==> config.mk <==
export PLATFORM = sky130hd
export DESIGN_NAME = lane_unpack
export DESIGN_NICKNAME = d
export VERILOG_FILES = /design/src/rtl/mypkg.sv /design/src/rtl/lane_word_fifo.sv /design/src/rtl/lane_unpack.sv
export SDC_FILE = /design/constraint.sdc
export NUM_CORES = 1
export LEC_CHECK = 0
export ABC_AREA = 1
export CORE_ASPECT_RATIO = 1.1
export CORE_MARGIN = 4
export CORE_UTILIZATION = 55
export CTS_CLUSTER_DIAMETER = 80
export DETAILED_ROUTE_END_ITERATION = 6
export PLACE_DENSITY_LB_ADDON = 0.2
export SETUP_SLACK_MARGIN = 0.3
export SLEW_MARGIN = 20
export SYNTH_ARGS = -nofsm -noshare
export SYNTH_HDL_FRONTEND = slang
export SYNTH_SLANG_ARGS = --single-unit
==> constraint.sdc <==
create_clock -name clk -period 3.8 [get_ports clk]
set_input_delay 0.76 -clock clk [delete_from_list [all_inputs] [get_ports clk]]
set_output_delay 0.76 -clock clk [all_outputs]
set_load 0.03 [all_outputs]
==> src/rtl/mypkg.sv <==
// mypkg: shared lane type, lane width and the forward/inverse lane transforms
package mypkg;
    localparam int WIDTH = 4;
    typedef logic [WIDTH-1:0] mytype;
    function automatic mytype myfun(mytype a);
        return a + mytype'(1);
    endfunction
    function automatic mytype myfun_inv(mytype a);
        return a + {WIDTH{1'b1}};
    endfunction
endpackage

==> src/rtl/lane_word_fifo.sv <==
// lane_word_fifo: 2-entry synchronous FIFO holding {packed lanes, lane count} per word
module lane_word_fifo #(
    parameter int DW = 64,
    parameter int CW = 5
) (
    input  logic          clk,
    input  logic          rst,
    input  logic          push,
    input  logic          pop,
    input  logic [DW-1:0] push_data,
    input  logic [CW-1:0] push_count,
    output logic          full,
    output logic          empty,
    output logic [DW-1:0] head_data,
    output logic [CW-1:0] head_count
);
    logic [DW-1:0] mem_d [2];
    logic [CW-1:0] mem_c [2];
    logic          wr_ptr, rd_ptr, do_push, do_pop;
    logic [1:0]    used;
    assign full       = used == 2'd2;
    assign empty      = used == 2'd0;
    assign do_push    = push && !full;
    assign do_pop     = pop && !empty;
    assign head_data  = mem_d[rd_ptr];
    assign head_count = mem_c[rd_ptr];
    // pointers and occupancy; simultaneous push and pop leave occupancy unchanged
    always_ff @(posedge clk) begin
        if (rst) begin
            wr_ptr <= 1'b0;
            rd_ptr <= 1'b0;
            used   <= 2'd0;
        end else begin
            wr_ptr <= wr_ptr ^ do_push;
            rd_ptr <= rd_ptr ^ do_pop;
            used   <= used + 2'(do_push) - 2'(do_pop);
        end
    end
    // word storage needs no reset: it is only read while occupancy says it is valid
    always_ff @(posedge clk) begin
        if (do_push) begin
            mem_d[wr_ptr] <= push_data;
            mem_c[wr_ptr] <= push_count;
        end
    end
endmodule

==> src/rtl/lane_unpack.sv <==
// lane_unpack: buffers packed nibble-lane words and emits one inverse-transformed lane per cycle
module lane_unpack import mypkg::*; #(
    parameter int NLANES = 16,
    parameter int WIDTH  = mypkg::WIDTH
) (
    input  logic                        clk,
    input  logic                        rst,
    input  logic                        in_valid,
    output logic                        in_ready,
    input  logic [NLANES*WIDTH-1:0]     in_data,
    input  logic [$clog2(NLANES+1)-1:0] in_count,
    output logic                        out_valid,
    input  logic                        out_ready,
    output logic [WIDTH-1:0]            out_data,
    output logic [$clog2(NLANES)-1:0]   out_lane,
    output logic                        out_last
);
    localparam int CW = $clog2(NLANES + 1);
    localparam int LW = $clog2(NLANES);
    localparam int DW = NLANES * WIDTH;
    logic [CW-1:0] cnt_clamped, head_count;
    logic [DW-1:0] head_data;
    logic [LW-1:0] lane;
    logic          full, empty, push, pop, fire, last;
    mytype         lane_val;
    lane_word_fifo #(.DW(DW), .CW(CW)) u_fifo (
        .clk        (clk),
        .rst        (rst),
        .push       (push),
        .pop        (pop),
        .push_data  (in_data),
        .push_count (cnt_clamped),
        .full       (full),
        .empty      (empty),
        .head_data  (head_data),
        .head_count (head_count)
    );
    assign cnt_clamped = (in_count > CW'(NLANES)) ? CW'(NLANES) : in_count;
    assign in_ready    = !rst && !full;
    assign push        = in_valid && in_ready;
    assign out_valid   = !rst && !empty && head_count != '0;
    assign fire        = out_valid && out_ready;
    assign last        = CW'(lane) == head_count - CW'(1);
    // a zero-count head is dropped without emitting; otherwise pop on the last lane's handshake
    assign pop         = !rst && !empty && (head_count == '0 || (fire && last));
    assign lane_val    = head_data[lane*WIDTH +: WIDTH];
    // output decode, forced to zero whenever no lane is offered
    always_comb begin
        out_data = out_valid ? myfun_inv(lane_val) : '0;
        out_lane = out_valid ? lane : '0;
        out_last = out_valid && last;
    end
    // lane counter walks the head word and restarts at 0 for the next one
    always_ff @(posedge clk) begin
        if (rst) lane <= '0;
        else if (fire) lane <= last ? '0 : lane + LW'(1);
    end
endmodule
==> impl_results.md <==
- Status: complete, no violations
- Min Tclk post-route: around 3300 ps
- Number of routed nets with antenna violations: 0
- Cell leakage power: approximately 0.003 uW
- Clock Path Buffers: 2
- Syn nets: 644
- First-pass GRT wire length: between 20000 and 25000 um
- Combinational Power Share: a little over 7%
- Via Count: around 4400
- Slew Limit Headroom: between 50% and 60%
- Final #Nets: 726
- Worst Hold Class: flip-flop to flip-flop
- Critical path class: input port to output port
- DRC: 0
- Final setup fails: 0
- Max Slew Vio Count: 0
- Period utilisation layout: between 80 and 90%
- Ant diodes: 0
- Layout cells sized above 1: 9.119%
- Root Buffer: clkbuf_16
- Post-synth top cells: 171 x nand2_1, 138 x edfxtp_1, 109 x nand3_1
- Mapped Cells: about 560
- Arr. time, crit path: 2560 ps
- Sequential share of the synthesized area: 68.80%
- DR WL/cell: between 15 and 20 um
- Vias per Instance: approximately 5.5
- Synthesis-to-layout area growth: 24.52%
- Psw: just under 800 uW
- Die Width: 109.7 um
- Required @ worst endpoint: about 3000 ps
- Initial Util: between 50% and 60%
- EDFF count, synth: 138
- Synth async-reset ratio: 0%
- Synth top area share: between 60% and 70%
- Clock skew: 4.666 ps
- Final std cells w/o fill: a little over 800
- Synth cell types: 30
- WL final: between 10000 and 15000 um
- Rows: 40
- Initial antenna violation count: 0
- Vias in the first global route: between 4000 and 5000
- Total internal power: between 2000 and 3000 uW
- Gr usage total: a little over a fifth
- Die area: 0.01315 sq mm
- Clk slew on worst S/H paths: roughly 60 ps
- CP Capture Type: output port
- Total grt overflow: 0
- Post-synth top area cell: edfxtp_1
- Fmax: about 300 MHz
- CP Max Fanout: 10
- CTS tree: done
- Fin. Hold Viols: 0
- Clock share of power: around 44%
- Ys flop type: edfxtp_1
- Unrepaired setup endpoints after global routing: false
- Port Buffers: a little over 80
- Fin Setup TNS: 0 ps
- DP Cell Count: between 700 and 800
- Ys Warns: 0
- Worst vdd ir: between 0.4 and 0.5 mV
- Die height: ~120 um
- Sw frac: a little over a fifth
- Drt first pass iters: 4
- CORE AREA: about 0.011 sq mm
- CP Launch Type: input port
- Pin count of the biggest net entering global routing: 70
- CTS HTree Levels: 4
- Mean post-synth cell area: between 10 and 15 sq um
- Worst slew pin tran: slightly below 700 ps
- Power per Cell Area: 480.0 mW/mm^2
- Share of power burned in registers: between 40% and 50%
- Number of max-cap violations: 0
- Dpl hpwl: 8229 um
- Top Ports: 84
- Sink Count: around 150
- Most frequent cell after synthesis: nand2_1
- Flops & latches, synth: roughly 150
- Cts bufs inserted: 17
- Synth area leaders: edfxtp_1 66%, nand2_1 10%, nand3_1 8.7%, dfxtp_1 2.6%, nor2_1 2.3%
- Final RePlAce weighted congestion: slightly below 0.9
- Clock latency on the worst-skew pair: around 400 ps
- Netlist Area Pre-Place: 0.006256 sq mm
- First DRT Iteration DRCs: around 400
## critical path, stage by stage
cell	delay [ps]
clkdlybuf4s50_1	540
nor2_2	290
nand2_4	140
nor2_1	130
clkdlybuf4s50_1	700
## placed cells by master (no fill, tap or decap), drive strengths merged
cell type      instances
nor3                   1
o21a                   2
dfxtp                  8
nand2                172
xnor2                  1
edfxtp               138
inv                   23
bufinv                 2
clkdlybuf4s50         78
nor2                  43
xor2                   5
ha                     8
or2                    1
a21oi                  6
nand3                110
clkinvlp               2
clkinv                 7
nand4                  2
dlygate4sd2            1
a21boi                 1
o21ai                 13
clkbuf                21
buf                   13
## layer usage
metal | share of wire, % | GRT usage, % | up-vias
li1 | - | - | 2115
met1 | 39 | 26.61 | 2121
met2 | 52 | 37.06 | 159
met3 | 6.4 | 4.841 | 28
met4 | 2.7 | 9.275 | 0
met5 | 0 | 0 | -
## path summary, 6_finish.rpt
path / start / end / slack [ps] / cells after the start
max: rst / out_lane[0] / 480 / 5
min: u_fifo.used[1] / u_fifo.used[1] / 500 / 1
max reg2reg: u_fifo.rd_ptr / u_fifo.used[1] / 1020 / 14
min reg2reg: u_fifo.used[1] / u_fifo.used[1] / 500 / 1
## final cells by class
class,count,area (sq um)
timing repair buffer,92,928.4
multi-input combinational,365,1690
inverter,23,92.59
tap,147,183.9
sequential,146,4305
clock buffer,21,460.4
fill,760,3221
clock inverter,11,128.9
## registers in the layout (all words and copies together) (netlist names)
signal and flops:
lane 4, u_fifo.mem_c 10, u_fifo.mem_d 128, u_fifo.rd_ptr 1, u_fifo.used 2, u_fifo.wr_ptr 1
## kinds of logic after synthesis
| family | share of synthesized area [%] |
|---|---|
| compound gates | 1.940 |
| xor+xnor | 0.8400 |
| fa+ha+maj | 1.600 |
| buf+inv | 4.300 |
| flops | 68.80 |
| simple gates | 22.52 |
## power groups by stage
| stage | sequential, uW | clock [uW] | combinational, uW |
|---|---|---|---|
| after floorplan | 1880 | 0 | 131 |
| after global placement | 1880 | 0 | 258 |
| after detailed placement | 1880 | 0 | 266 |
| after CTS | 1850 | 1650 | 268 |
| after global routing | 1850 | 1720 | 296 |
| final | 1850 | 1630 | 267 |
## timing repair
item,CTS,global route
resized for setup,3,5
setup endpoints to repair,2,5
buffers inserted,0,0
hold buffers,0,0
## metrics by stage
stage / util [%] / instance area [sq um] / hold slack [ps] / total power (uW) / worst slack, ps
finish: 70.75 / 7790 / 498.0 / 3739 / 478.6
detailed placement: 65.23 / 7182 / 489.4 / 2144 / 374.4
global route: 70.75 / 7790 / 520.0 / 3870 / 326.1
floorplan: - / 6256 / 443.5 / 2009 / 160.5
CTS: 70.61 / 7775 / 498.2 / 3761 / 373.2
global placement: 65.23 / 7182 / 459.0 / 2134 / 484.2
(Power assumes the default switching activity.)
